$ cat src/rtl/i2c_pkg.sv
// Shared I2C constants: data width, transmit FIFO depth and register map.
package i2c_pkg;

    localparam int unsigned I2C_DW            = 8;
    localparam int unsigned I2C_TX_FIFO_DEPTH = 8;

    // Register addresses decoded by the register block and the core
    typedef enum logic [2:0] {
        I2C_REG_PRESC  = 3'h0,
        I2C_REG_CTRL   = 3'h1,
        I2C_REG_TXR    = 3'h2,
        I2C_REG_RXR    = 3'h3,
        I2C_REG_CMD    = 3'h4,
        I2C_REG_STATUS = 3'h5
    } i2c_reg_e;

    typedef struct packed {
        logic full;
        logic empty;
        logic overflow;
        logic underflow;
    } i2c_tx_flags_t;

endpackage

$ cat src/rtl/i2c_fifo_ptr.sv
// FIFO pointer with one extra wrap bit, increment enable and synchronous clear.
module i2c_fifo_ptr #(
    parameter int unsigned PW = 4
) (
    input  logic          pclk_i,
    input  logic          preset_n_i,
    input  logic          clr_i,
    input  logic          inc_i,
    output logic [PW-1:0] ptr_o
);

    // Clear wins over increment
    always_ff @(posedge pclk_i or negedge preset_n_i) begin
        if (!preset_n_i) begin
            ptr_o <= '0;
        end else if (clr_i) begin
            ptr_o <= '0;
        end else if (inc_i) begin
            ptr_o <= ptr_o + PW'(1);
        end
    end

endmodule

$ cat src/rtl/i2c_tx_fifo.sv
// Transmit FIFO: one push per write-strobe rising edge, FWFT read side, sticky errors.
module i2c_tx_fifo
    import i2c_pkg::*;
#(
    parameter  int unsigned DEPTH = I2C_TX_FIFO_DEPTH,
    parameter  int unsigned DW    = I2C_DW,
    localparam int unsigned AW    = $clog2(DEPTH)
) (
    input  logic          pclk_i,
    input  logic          preset_n_i,
    input  logic          wr_en_i,
    input  logic [DW-1:0] wr_data_i,
    input  logic          rd_en_i,
    input  logic          flush_i,
    output logic [DW-1:0] rd_data_o,
    output logic          empty_o,
    output logic          full_o,
    output logic [AW:0]   count_o,
    output logic          overflow_o,
    output logic          underflow_o
);

    logic          wr_en_q;
    logic          push_req;
    logic          push_acc;
    logic          pop_acc;
    logic [AW:0]   wr_ptr;
    logic [AW:0]   rd_ptr;
    logic [DW-1:0] mem [DEPTH];

    assign push_req = wr_en_i & ~wr_en_q;
    assign empty_o  = (wr_ptr == rd_ptr);
    assign full_o   = (wr_ptr[AW] != rd_ptr[AW]) && (wr_ptr[AW-1:0] == rd_ptr[AW-1:0]);
    assign count_o  = wr_ptr - rd_ptr;
    assign pop_acc  = rd_en_i & ~empty_o;
    assign push_acc = push_req & (~full_o | pop_acc);

    // Strobe history keeps updating during flush so a strobe rising then is not replayed
    always_ff @(posedge pclk_i or negedge preset_n_i) begin
        if (!preset_n_i) begin
            wr_en_q <= 1'b0;
        end else begin
            wr_en_q <= wr_en_i;
        end
    end

    i2c_fifo_ptr #(.PW(AW + 1)) u_wr_ptr (
        .pclk_i     (pclk_i),
        .preset_n_i (preset_n_i),
        .clr_i      (flush_i),
        .inc_i      (push_acc),
        .ptr_o      (wr_ptr)
    );

    i2c_fifo_ptr #(.PW(AW + 1)) u_rd_ptr (
        .pclk_i     (pclk_i),
        .preset_n_i (preset_n_i),
        .clr_i      (flush_i),
        .inc_i      (pop_acc),
        .ptr_o      (rd_ptr)
    );

    // Storage is not reset; empty masking hides stale entries
    always_ff @(posedge pclk_i) begin
        if (push_acc && !flush_i) begin
            mem[wr_ptr[AW-1:0]] <= wr_data_i;
        end
    end

    assign rd_data_o = empty_o ? '0 : mem[rd_ptr[AW-1:0]];

    always_ff @(posedge pclk_i or negedge preset_n_i) begin
        if (!preset_n_i) begin
            overflow_o  <= 1'b0;
            underflow_o <= 1'b0;
        end else if (flush_i) begin
            overflow_o  <= 1'b0;
            underflow_o <= 1'b0;
        end else begin
            if (push_req && !push_acc) begin
                overflow_o <= 1'b1;
            end
            if (rd_en_i && empty_o) begin
                underflow_o <= 1'b1;
            end
        end
    end

endmodule

$ cat config.mk
export PLATFORM = sky130hd
export DESIGN_NAME = i2c_tx_fifo
export DESIGN_NICKNAME = d
export VERILOG_FILES = /design/src/rtl/i2c_pkg.sv /design/src/rtl/i2c_fifo_ptr.sv /design/src/rtl/i2c_tx_fifo.sv
export SDC_FILE = /design/constraint.sdc
export NUM_CORES = 1
export LEC_CHECK = 0
export CAP_MARGIN = 0
export CELL_PAD_IN_SITES_DETAIL_PLACEMENT = 1
export CELL_PAD_IN_SITES_GLOBAL_PLACEMENT = 2
export CORE_MARGIN = 2
export CORE_UTILIZATION = 43
export DETAILED_ROUTE_END_ITERATION = 10
export GPL_TIMING_DRIVEN = 0
export PLACE_DENSITY_LB_ADDON = 0.1
export SYNTH_ARGS = -nofsm -noshare
export SYNTH_HDL_FRONTEND = slang
export SYNTH_SLANG_ARGS = --single-unit
$ cat constraint.sdc
create_clock -name pclk_i -period 4.2 [get_ports pclk_i]
set_clock_uncertainty 0.05 [all_clocks]
set_input_delay 0.84 -clock pclk_i [delete_from_list [all_inputs] [get_ports pclk_i]]
set_output_delay 0.84 -clock pclk_i [all_outputs]
set_load 0.005 [all_outputs]
==> run_results.csv <==
group,metric,value,unit
worst_setup_path,cp_top_family,"buffers and inverters",
synth,synth-edff-count,64,
die,core.rowCount,31,
global_route,gr-usage-all-layers,0.189,
synth,syn_avg_cell_area,18.2,sq um
clock_network,cts_buffers,9,
detailed_routing,drt-pass1-iter-count,4,
outcome,status,"finished, final reports clean",
power,vdd_drop_max,0.208,mV
worst_setup_path,reg2reg_slack,1.10,ns
worst_setup_path,cp-start-kind,"register",
die,die-area,7950,sq um
worst_setup_path,crit_chain,"clkbuf_2, buf_4, inv_1, ha_1, nand3_2, nor2_4, nor2_4, a22o_1, clkdlybuf4s50_1",
clock_network,cts_hold_buf,0,
sta,setup_tns,0,ns
synth,syn-num-nets,190,
placed_design,dpl_cell_area,3570,sq um
power,p_clk_frac,0.357,
sta,rsz0062_at_grt,"no",
global_route,grt_util_met2,0.302,
clock_network,clock_path_buffers,2,
die,num_io_pins,29,
detailed_routing,ant_nets,0,
layout,drive_gt1_frac,0.225,
sta,fin_crit_sh,0.948,
detailed_routing,drc,0,
worst_setup_path,cpPeakStageDelay,0.44,ns
worst_setup_path,worstSetupPathType,"register to output pin",
synth,synth_cells,171,
placed_design,dp_hpwl,4540,um
clock_network,cts_tree,"yes",
power,p_comb_frac,0.164,
die,core,7140,sq um
worst_setup_path,cpMostUsedCell,"nor2_4",
sta,min_period,3.98,ns
synth,netlist_top_cells_area,"edfxtp_1, mux4_2, dfrtp_1, a22o_1, ha_1",
worst_setup_path,path_buf_inv,4,
detailed_routing,vias,1728,
worst_setup_path,cp.depth,9,
synth,synth.top_cell.area_share,0.616,
worst_setup_path,worstPathArrival,3.09,ns
layout,nets,232,
sta,final-setup-viol-count,0,
global_route,grt_start_max_net_pins,15,
worst_setup_path,end_kind,"output pin",
global_route,first_global_vias,1848,
worst_setup_path,reg2reg_to,"mem[7][5]",
layout,layout.cell_area.non_filler,3820,sq um
sta,finalMaxSlewViolations,0,
synth,yosysMostFrequentCell,"edfxtp_1",
sta,maxSlewHeadroom,0.340,
layout,area_delta_synth_final,22.6,%
sta,fmaxAchievable,0.251,GHz
die,die_x,89.2,um
synth,ys_types,32,
sta,tightest_slew,0.986,ns
placed_design,port_buffers,28,
global_route,use_met1,0.253,
power,finalPower,1.72,mW
global_route,antenna_found_initial,0,
detailed_routing,viasPerCell,5.45,
worst_setup_path,ff2ff_path_depth,8,
global_route,met3_usage,0.0517,
synth,synthTopCellsByCount,"edfxtp_1, mux4_2, nor2_1, dfrtp_1, a22o_1",
clock_network,cts.clk_slew.worst_paths,0.08,ns
layout,diodes,0,
placed_design,place_inst,301,
synth,synthFlopType,"edfxtp_1",
power,seqPwrFrac,0.479,
detailed_routing,drtIter0Drc,45,
die,initial_utilization,0.437,
synth,synth_area,3120,sq um
global_route,top_usage_layer,"met2",
power,p_leak,1.31,nW
detailed_routing,wl_per_cell,21.4,um
die,die_height,89.2,um
synth,yosys.area.top_type,"edfxtp_1",
clock_network,h-tree-depth,3,
sta,setup_ws,0.219,ns
synth,ys_seq_area_frac,0.704,
clock_network,clock-sinks,75,
power,power_density,450,nW/um^2
detailed_routing,drt-total-wl,6770,um
worst_setup_path,endpoint,"rd_data_o[6]",
worst_hold_path,hp-class,"register to register",
worst_setup_path,critical_path_required,3.31,ns
worst_setup_path,crit-reg2reg-launch,"u_rd_ptr.ptr_o[1]",
placed_design,gp_congestion,0.820,
layout,fill_cells,694,
power,netSwitchingPower,416,uW
power,p_int,1.31,mW
synth,ys_seq_elements,75,
global_route,grt_first_pass_wirelength,10400,um
flow_run,maxCapViolCount,0,
worst_setup_path,slowest_stage,"clkdlybuf4s50_1",
clock_network,cts_root_buf,"clkbuf_8",
placed_design,dpl_worst_slack,-0.450,ns
sta,finalHoldViolCount,0,
worst_setup_path,crit_fanout,10,
power,switching_share,0.242,
clock_network,worstSkewPairLatency,0.34,ns
global_route,overflow,0,
synth,ys_warn_count,0,
synth,async_reset_ff_frac,0.147,
layout,instances_no_fill,317,
worst_setup_path,startpoint,"u_rd_ptr.ptr_o[1]",
state kept, by name, summed over array words and instances (netlist names):
name / cells
mem: 64
u_rd_ptr.ptr_o: 4
u_wr_ptr.ptr_o: 4
overflow_o: 1
underflow_o: 1
wr_en_q: 1
how the worst min path moves through the flow:
stage | start | end | slack (ns) | depth (start not counted)
floorplan | overflow_o | overflow_o | 0.44 | 2
finish | underflow_o | underflow_o | 0.46 | 2
detailed placement | overflow_o | overflow_o | 0.45 | 2
CTS | underflow_o | underflow_o | 0.48 | 2
global route | underflow_o | underflow_o | 0.52 | 2
global placement | overflow_o | overflow_o | 0.44 | 2
cells in the final DEF (no fill, tap or decap), types with 2 or more instances in the layout:
cell type	instances
edfxtp_1	64
clkdlybuf4s50_1	28
mux4_2	16
nor2_1	13
dfrtp_1	11
clkbuf_8	9
a22o_1	8
inv_1	7
buf_4	6
xor2_1	5
ha_1	5
a21oi_1	4
xnor2_1	3
nor2_4	3
o21ai_0	3
nand2b_1	2
nor4_2	2
and3_1	2
o311ai_0	2
mux2i_1	2
inv_6	2
bufinv_16	2
clkinv_4	2
cell families after synthesis:
logic type	synth area share
flops	0.704
simple gates	0.0541
compound gates	0.0485
mux	0.122
buf+inv	0.0172
xor+xnor	0.0277
fa+ha+maj	0.0265
layer usage:
metal	share of wire	up-vias
li1	-	765
met1	0.44	908
met2	0.51	48
met3	0.039	7
met4	0.0093	0
met5	0	-
repair_timing:
action,in CTS,in global routing
setup endpoints to repair,9,8
buffers inserted,0,0
resized for setup,8,1
pin swaps,0,1
layout make-up:
cell class,instances,area (sq um),share of cell area
sequential,75,2200,0.574
multi-input combinational,84,921,0.241
timing repair buffer,31,303,0.0792
clock buffer,9,124,0.0324
tap,99,124,0.0324
clock inverter,7,98.8,0.0258
buffer,5,31.3,0.00818
inverter,7,26.3,0.00687
worst register-to-register path, cell delays in order (launching register included):
cell	delay, ns
dfrtp_1	0.41
clkbuf_2	0.33
buf_4	0.29
inv_1	0.07
ha_1	0.33
nand3_2	0.21
nor3_1	0.09
nand2b_1	0.19
nor2_1	0.76
stage by stage:
step	hold WS [ns]	util
after floorplan	0.436	-
after global placement	0.435	0.494
after detailed placement	0.454	0.500
after CTS	0.478	0.535
after global routing	0.520	0.536
final	0.464	0.536
power by group through the flow:
stage	sequential [mW]	clock, mW	combinational (mW)
after floorplan	0.840	0	0.146
after global placement	0.841	0	0.264
after detailed placement	0.842	0	0.275
after CTS	0.826	0.633	0.285
after global routing	0.827	0.663	0.307
final	0.825	0.614	0.283
No activity file was read; power rests on OpenSTA's default activity.
